===== src/rtl/filter_scan_ctrl.sv =====
// Shared consensus debounce engine: one channel per clock per prescaled sweep, DEPTH agreeing samples flip an output.
// Sweep latency NCH clocks; a busy event slot without accept stalls the sweep; ticks during a sweep set sticky overrun.
module filter_scan_ctrl #(
    parameter int NCH      = 4,
    parameter int IDXW     = 2,
    parameter int DEPTH    = 3,
    parameter int PRESCALE = 16
) (
    input  logic            i_clk,
    input  logic            i_rst_n,
    input  logic            i_enable,
    input  logic [NCH-1:0]  i_sig_in,
    output logic [NCH-1:0]  o_sig_out,
    output logic            o_evt_valid,
    input  logic            i_evt_ready,
    output logic [IDXW-1:0] o_evt_chan,
    output logic            o_evt_level,
    input  logic            i_ovr_clr,
    output logic            o_overrun
);

    localparam int PCW = (PRESCALE > 1) ? $clog2(PRESCALE) : 1;

    typedef enum logic {
        ST_IDLE = 1'b0,
        ST_SCAN = 1'b1
    } state_t;

    state_t            r_state;
    state_t            w_state_nxt;

    logic [NCH-1:0]    r_sync1;
    logic [NCH-1:0]    r_sync2;
    logic [PCW-1:0]    r_pcnt;
    logic [IDXW-1:0]   r_idx;
    logic [DEPTH-1:0]  r_hist [NCH];
    logic [NCH-1:0]    r_sig_out;
    logic              r_evt_valid;
    logic [IDXW-1:0]   r_evt_chan;
    logic              r_evt_level;
    logic              r_overrun;

    logic              w_tick;
    logic [DEPTH-1:0]  w_hist_n;
    logic              w_cur_out;
    logic              w_set;
    logic              w_clr;
    logic              w_chg;
    logic              w_scan;
    logic              w_slot_free;
    logic              w_commit;
    logic              w_load;
    logic              w_last;

    assign w_tick      = i_enable && (r_pcnt == PCW'(PRESCALE - 1));
    assign w_scan      = (r_state == ST_SCAN);
    assign w_cur_out   = r_sig_out[r_idx];
    assign w_hist_n    = {r_hist[r_idx][DEPTH-2:0], r_sync2[r_idx]};
    assign w_set       = (&w_hist_n) & ~w_cur_out;
    assign w_clr       = ~(|w_hist_n) & w_cur_out;
    assign w_chg       = w_set | w_clr;
    // A slot being accepted this cycle counts as free, so accept and reload share a clock.
    assign w_slot_free = ~r_evt_valid | i_evt_ready;
    assign w_commit    = w_scan & (~w_chg | w_slot_free);
    assign w_load      = w_scan & w_chg & w_slot_free;
    assign w_last      = (r_idx == IDXW'(NCH - 1));

    always_ff @(posedge i_clk or negedge i_rst_n) begin
        if (!i_rst_n) begin
            r_sync1 <= '0;
            r_sync2 <= '0;
        end else begin
            r_sync1 <= i_sig_in;
            r_sync2 <= r_sync1;
        end
    end

    always_ff @(posedge i_clk or negedge i_rst_n) begin
        if (!i_rst_n) begin
            r_pcnt <= '0;
        end else if (!i_enable || w_tick) begin
            r_pcnt <= '0;
        end else begin
            r_pcnt <= r_pcnt + PCW'(1);
        end
    end

    always_ff @(posedge i_clk or negedge i_rst_n) begin
        if (!i_rst_n) begin
            r_state <= ST_IDLE;
        end else begin
            r_state <= w_state_nxt;
        end
    end

    always_comb begin
        w_state_nxt = r_state;
        case (r_state)
            ST_IDLE: if (w_tick) w_state_nxt = ST_SCAN;
            ST_SCAN: if (w_commit && w_last) w_state_nxt = ST_IDLE;
            default: w_state_nxt = ST_IDLE;
        endcase
    end

    always_ff @(posedge i_clk or negedge i_rst_n) begin
        if (!i_rst_n) begin
            r_idx       <= '0;
            r_sig_out   <= '0;
            r_evt_valid <= 1'b0;
            r_evt_chan  <= '0;
            r_evt_level <= 1'b0;
            for (int i = 0; i < NCH; i++) begin
                r_hist[i] <= '0;
            end
        end else begin
            if (!w_scan && w_tick) begin
                r_idx <= '0;
            end else if (w_commit) begin
                r_idx <= w_last ? '0 : r_idx + IDXW'(1);
            end
            // A stalled channel keeps its old history so the retry sees a fresh sample.
            if (w_commit) begin
                r_hist[r_idx] <= w_hist_n;
            end
            if (w_load) begin
                r_sig_out[r_idx] <= ~w_cur_out;
                r_evt_valid      <= 1'b1;
                r_evt_chan       <= r_idx;
                r_evt_level      <= ~w_cur_out;
            end else if (r_evt_valid && i_evt_ready) begin
                r_evt_valid <= 1'b0;
            end
        end
    end

    always_ff @(posedge i_clk or negedge i_rst_n) begin
        if (!i_rst_n) begin
            r_overrun <= 1'b0;
        end else if (w_tick && w_scan) begin
            r_overrun <= 1'b1;
        end else if (i_ovr_clr) begin
            r_overrun <= 1'b0;
        end
    end

    assign o_sig_out   = r_sig_out;
    assign o_evt_valid = r_evt_valid;
    assign o_evt_chan  = r_evt_chan;
    assign o_evt_level = r_evt_level;
    assign o_overrun   = r_overrun;

endmodule


===== config.mk =====
export PLATFORM = sky130hd
export DESIGN_NAME = filter_scan_ctrl
export DESIGN_NICKNAME = d
export VERILOG_FILES = /design/src/rtl/filter_scan_ctrl.sv
export SDC_FILE = /design/constraint.sdc
export NUM_CORES = 1
export LEC_CHECK = 0
export CAP_MARGIN = 20
export CORE_ASPECT_RATIO = 0.75
export CORE_MARGIN = 3
export CORE_UTILIZATION = 54
export CTS_BUF_LIST = sky130_fd_sc_hd__clkbuf_16
export CTS_CLUSTER_DIAMETER = 200
export DETAILED_ROUTE_END_ITERATION = 8
export PLACE_DENSITY_LB_ADDON = 0.15
export SETUP_SLACK_MARGIN = 0.4
export SYNTH_ARGS = -nofsm -noshare
export SYNTH_HDL_FRONTEND = slang
export SYNTH_SLANG_ARGS = --single-unit

===== constraint.sdc =====
create_clock -name i_clk -period 2.6 [get_ports i_clk]
set_input_delay 0.65 -clock i_clk [delete_from_list [all_inputs] [get_ports i_clk]]
set_output_delay 0.65 -clock i_clk [all_outputs]
set_load 0.01 [all_outputs]

; Word level (Yosys, flattened, before mapping)
; Cells that the tools add are included.
[word_totals]
output_inout_bits = 9
regBits = 36
input_bits = 9
[classes]
order_cmp = 4
n_addsub = 2
n_reduce_logical = 15
bitwise = 14
eq_ne = 2
muxes = 24
[ops]
columns = op, n
row1 = bitwise mux 12 bit, 1
row2 = 2-to-1 mux 2 bit, 5
row3 = 2-to-1 mux 1 bit, 9
row4 = logical AND 1 bit, 7
row5 = binary-select mux 3 bit (select 2 bit), 1
row6 = demux 3 bit (select 2 bit), 1
row7 = nonzero test 2 bit, 3
row8 = bitwise AND 1 bit, 5
row9 = inverter 1 bit, 5
row10 = adder 4 x 1 -> 4 bit (second input constant), 1
row11 = binary-select mux 1 bit (select 2 bit), 2
row12 = bitwise mux 4 bit, 1
row13 = equality test 4 bit (second input constant), 1
row14 = 2-to-1 mux 4 bit, 1
row15 = greater-or-equal comparator 3 bit (second input constant), 1
row16 = < comparator 2 x 3 -> 1 bit (second input constant), 1
row17 = < comparator 3 x 1 -> 1 bit (second input constant), 1
row18 = 2-to-1 mux 3 bit, 1
row19 = inverter 2 -> 3 bit, 1
row20 = bitwise OR 1 bit, 3
row21 = AND reduction 3 bit, 1
row22 = OR reduction 3 bit, 1
row23 = adder 2 x 1 -> 2 bit (second input constant), 1
row24 = demux 1 bit (select 2 bit), 1
row25 = 5 further kinds, 6

; Depth between registers and ports, before layout
; Gate-level depths: netlist of run 1.
[depth]
word_depth = 14
depth_mapped = 7
depth_no_buf = 6

; Least setup slack after synthesis of run 1
; OpenSTA, ideal clock, no wires.
[synth_timing]
path_type = reg2reg
startpoint = reg r_idx[0]
endpoint = reg r_evt_chan[0], in the netlist o_evt_chan[0]
setup_slack_ns = 0.445
required_ns = 2.475
arrival_ns = 2.030
synth_period_minus_slack_ns = 2.155
path_stages_with_launch = 7
setup_time_ns = 0.125
path_cell_list = dfrtp_1 -> buf_6 -> mux4_2 -> nor4b_4 -> a31o_4 -> and3_4 -> mux2_4
[synth_between]
elab_chain_len = 10
elab_cells_between_ends = 17
cone_classes = mux: 7 / bitwise: 8 / reduce/logical: 2
[synth_lines]
columns = item, line_no
row1 = "start, declared", 35  ; logic [IDXW-1:0] r_idx;
row2 = "start signal, assigned", 119  ; r_idx <= w_last ? '0 : r_idx + IDXW'(1);
row3 = inverter 2 -> 3 bit (not written as such), 58  ; assign w_hist_n = {r_hist[r_idx][DEPTH-2:0], r_sync2[r_idx]};
row4 = binary-select mux 3 bit (select 2 bit), 58
row5 = 2-to-1 mux 2 bit (not written as such) (2 in series), 58
row6 = OR reduction 3 bit, 60  ; assign w_clr = ~(|w_hist_n) & w_cur_out;
row7 = inverter 1 bit, 60
row8 = bitwise AND 1 bit, 60
row9 = bitwise OR 1 bit, 61  ; assign w_chg = w_set | w_clr;
row10 = bitwise AND 1 bit (2 in series), 65  ; assign w_load = w_scan & w_chg & w_slot_free;
row11 = "end signal, assigned", 128  ; r_evt_chan <= r_idx;
row12 = "end, declared", 39  ; logic [IDXW-1:0] r_evt_chan;
; Several ways; a longest one is shown, not always the timed one. The select of a mux whose other input is x is not followed.
; A chain may end at the register's enable or synchronous reset.

; Worst setup path in the final report of run 1
[layout_timing]
startpoint = reg r_idx[0]
endpoint = reg r_evt_level, in the netlist o_evt_level
[layout_between]
elab_chain_len = 10
elab_cells_between_ends = 17
cone_classes = mux: 7 / bitwise: 8 / reduce/logical: 2
[layout_lines]
columns = item, line_no
row1 = inverter 2 -> 3 bit (not written as such), 58
row2 = binary-select mux 3 bit (select 2 bit), 58
row3 = 2-to-1 mux 2 bit (not written as such) (2 in series), 58
row4 = OR reduction 3 bit, 60
row5 = inverter 1 bit, 60
row6 = bitwise AND 1 bit, 60
row7 = bitwise OR 1 bit, 61
row8 = bitwise AND 1 bit (2 in series), 65
row9 = "end signal, assigned", 129  ; r_evt_level <= ~w_cur_out;
row10 = "end, declared", 40  ; logic r_evt_level;
; Several ways; a longest one is shown, not always the timed one. The select of a mux whose other input is x is not followed.

==> impl_metrics.ini, run 1 <==
[status]
status = finished, final reports clean

[worst_setup_path]
crit_chain = mux4_2 -> nor4b_4 -> a31o_4 -> and3_4 -> mux2_4
rr_startpoint = r_idx[0]
critical_path_class = flop to flop
max_stage_delay_ps = 580
r2r_cells = 5
arrival_ps = 2360
cp.required_ps = 2750
rrSetupSlack_ps = 390
start_kind = flop
r2r_end = o_evt_level
worstPathMaxFanout = 6
slowest_stage = mux4_2
cp-end-kind = flop

[pwr]
max-vdd-ir-drop_mv = 0.447
p_per_area_mw_per_mm2 = 568
leakagePower_uw = 0.000860

[sta]
period_share = 0.850
hold_viol = 0
slew_viol_final = 0
finClkSkew_ps = 2.40
finalSetupViolCount = 0
max_slew.worst_pin.slew_ps = 463
setup_ws_ps = 389
setup_tns_ps = 0
period_needed_ps = 2210
grt_setup_unrepaired = yes
relSlewSlack = 0.691
max_freq_mhz = 452

[clock_network]
clock-sinks = 32
ctsHoldBuffers = 0
path_clk_slew_ps = 50
h-tree-depth = 2
cts_tree = built
clockBufferDepth = 2
clock_latency_ps = 270
numCtsBuffers = 5
cts_root_buffer = clkbuf_16

[global_route]
overflow = 0
grt_max_degree = 33
antenna_found_initial = 0
grt_pass1_wl_um = 4850
grt_pass1_vias = 1038
grtUsageTotal = 0.196

[logic_synthesis]
synth_flop_cell = dfrtp_1
syn_nets = 131
ys_seq_area_frac = 0.527
syn-instance-count = 117
yosysWarnings = 0
avgSynthCellArea_um2 = 13.0
synth_area_leaders = dfrtp_1 53%, mux4_2 5.9%, ha_1 4.1%
synth-async-reset-ratio = 1.00
synth-seq-cells = 32
yosysTopAreaCell = dfrtp_1
syn_area_mm2 = 0.00152
synth_edf_count = 0
synth_top_area_share = 0.527
yosysUniqueCellTypes = 34

[min_path]
min_path_type = flop to flop
whs_path_depth = 0
hold_path_startpoint = r_sync1[1]
min_to = r_sync2[1]

[routing]
vias = 1026
ant_nets = 0
drc = 0
first_iter_violations = 82
viasPerCell = 5.80
drt_pre_antenna_iters = 4
routed_wl_um = 3000
wl_per_cell_um = 16.9

[floorplanning]
io_pins = 18
start_util = 0.613
die_h_um = 51.9
dieArea_mm2 = 0.00349
rows = 15
fp.dieW_um = 67.2
core_mm2 = 0.00248

[finish]
n_fill_cell = 168
layout-drive-gt1-share = 0.259
seqCellArea_um2 = 803
diodes = 0
multi_input_area_um2 = 651
syn_to_final_growth_pct = 23.6
nNetsFinal = 159

[placement]
gp_congestion = 0.786
dp_hpwl_um = 1940
numPortBuffers = 17
place_worst_setup_slack_ps = 109

[run]
max_cap_violations = 0
## flip-flops by register name, indices dropped and copies added (netlist names)
register     flops
o_evt_valid      1
r_state          1
o_evt_level      1
o_sig_out        4
r_sync2          4
o_evt_chan       2
r_pcnt           4
r_idx            2
r_hist           8
r_sync1          4
o_overrun        1
## kinds of logic (layout without fill, tap and decap cells)
logic type | after synthesis | count (layout) | synth area share
adders and majority gates | 5 | 5 | 0.0412
AOI/OAI and AO/OA | 26 | 26 | 0.131
xor gates and xnor gates | 1 | 1 | 0.00577
buffers and inverters | 9 | 35 | 0.0445
and+or+nand+nor | 32 | 32 | 0.125
muxes | 12 | 12 | 0.125
DFF | 32 | 32 | 0.527
## metrics by stage
step | cell area (um2) | hold WS [ps] | std cells | power, uW | util
global route | 1880 | 354 | 177 | 1110 | 0.758
CTS | 1850 | 345 | 173 | 1070 | 0.745
finish | 1880 | 343 | 177 | 1070 | 0.758
floorplan | 1520 | 331 | 117 | 538 | -
global placement | 1690 | 335 | 164 | 563 | 0.681
detailed placement | 1690 | 335 | 164 | 565 | 0.681
## metal layers
metal  share of wire  vias up  track usage
met2            0.50       42        0.331
met1            0.44      509        0.245
met3           0.066        0       0.0583
met4               0        0       0.0505
met5               0        -            0
li1                -      475            -
## worst max-delay path: cells and delay by family, from the launching register on
family	cells	cell delay, ps
AOI/OAI and AO/OA	1	180
DFF	1	460
muxes	2	890
and+or+nand+nor	2	560
## cell usage in the layout (no fill, tap or decap), types with 3 or more instances in the layout
master / count
clkbuf_16: 5
inv_1: 4
mux2_2: 3
o2bb2ai_1: 6
buf_4: 8
a21o_2: 3
a31oi_1: 3
nand3_1: 5
o21ai_0: 4
nor2_1: 6
clkdlybuf4s50_1: 17
mux2_4: 3
nand2_1: 10
mux4_2: 4
ha_1: 5
a21oi_1: 5
dfrtp_1: 30
## worst max path at each step
stage	start	to	slack, ps	cells past startpoint
global route	r_idx[0]	o_evt_level	330	5
detailed placement	r_idx[0]	o_evt_level	110	5
global placement	r_idx[0]	o_evt_chan[0]	190	5
floorplan	r_idx[0]	o_evt_chan[0]	450	6
CTS	r_idx[0]	o_evt_level	390	5
finish	r_idx[0]	o_evt_level	390	5
## cell type report
| cell class | count | share of cell area |
|---|---|---|
| Clock buffer | 5 | 0.0666 |
| Inverter | 4 | 0.00799 |
| Multi-Input combinational cell | 76 | 0.346 |
| Sequential cell | 32 | 0.428 |
| Tap cell | 34 | 0.0227 |
| Timing Repair Buffer | 26 | 0.129 |
## power by group
group          total (uW)  switching [uW]  internal, uW  leakage, uW
logic                40.7            20.5          20.3     0.000375
registers             518            7.52           510     0.000423
clock network         509             173           336    0.0000616
## cell usage after synthesis, drive strengths merged (2+ instances only)
library cell	n
dfrtp	32
a31oi	3
a32o	2
o2bb2ai	6
nand3	5
buf	4
a31o	2
and3	3
inv	4
o21ai	4
mux2	7
mux4	4
nor2	6
nand2	11
a21o	3
ha	5
a21oi	6
and2	2
## what timing repair did
| item | 4_1_cts | 5_1_grt |
|---|---|---|
| pin swaps | 1 | 1 |
| endpoints found under the setup margin | 9 | 8 |
| buffers inserted | 4 | 4 |
| resized for setup | 2 | 1 |
No activity file was read; power rests on OpenSTA's default activity.
==> run 2, diff against run 1 <==
- SLEW_MARGIN: not set -> 20
==> results of run 2 <==
Same layout as run 1: the final DEF is identical, and so are final timing and power.
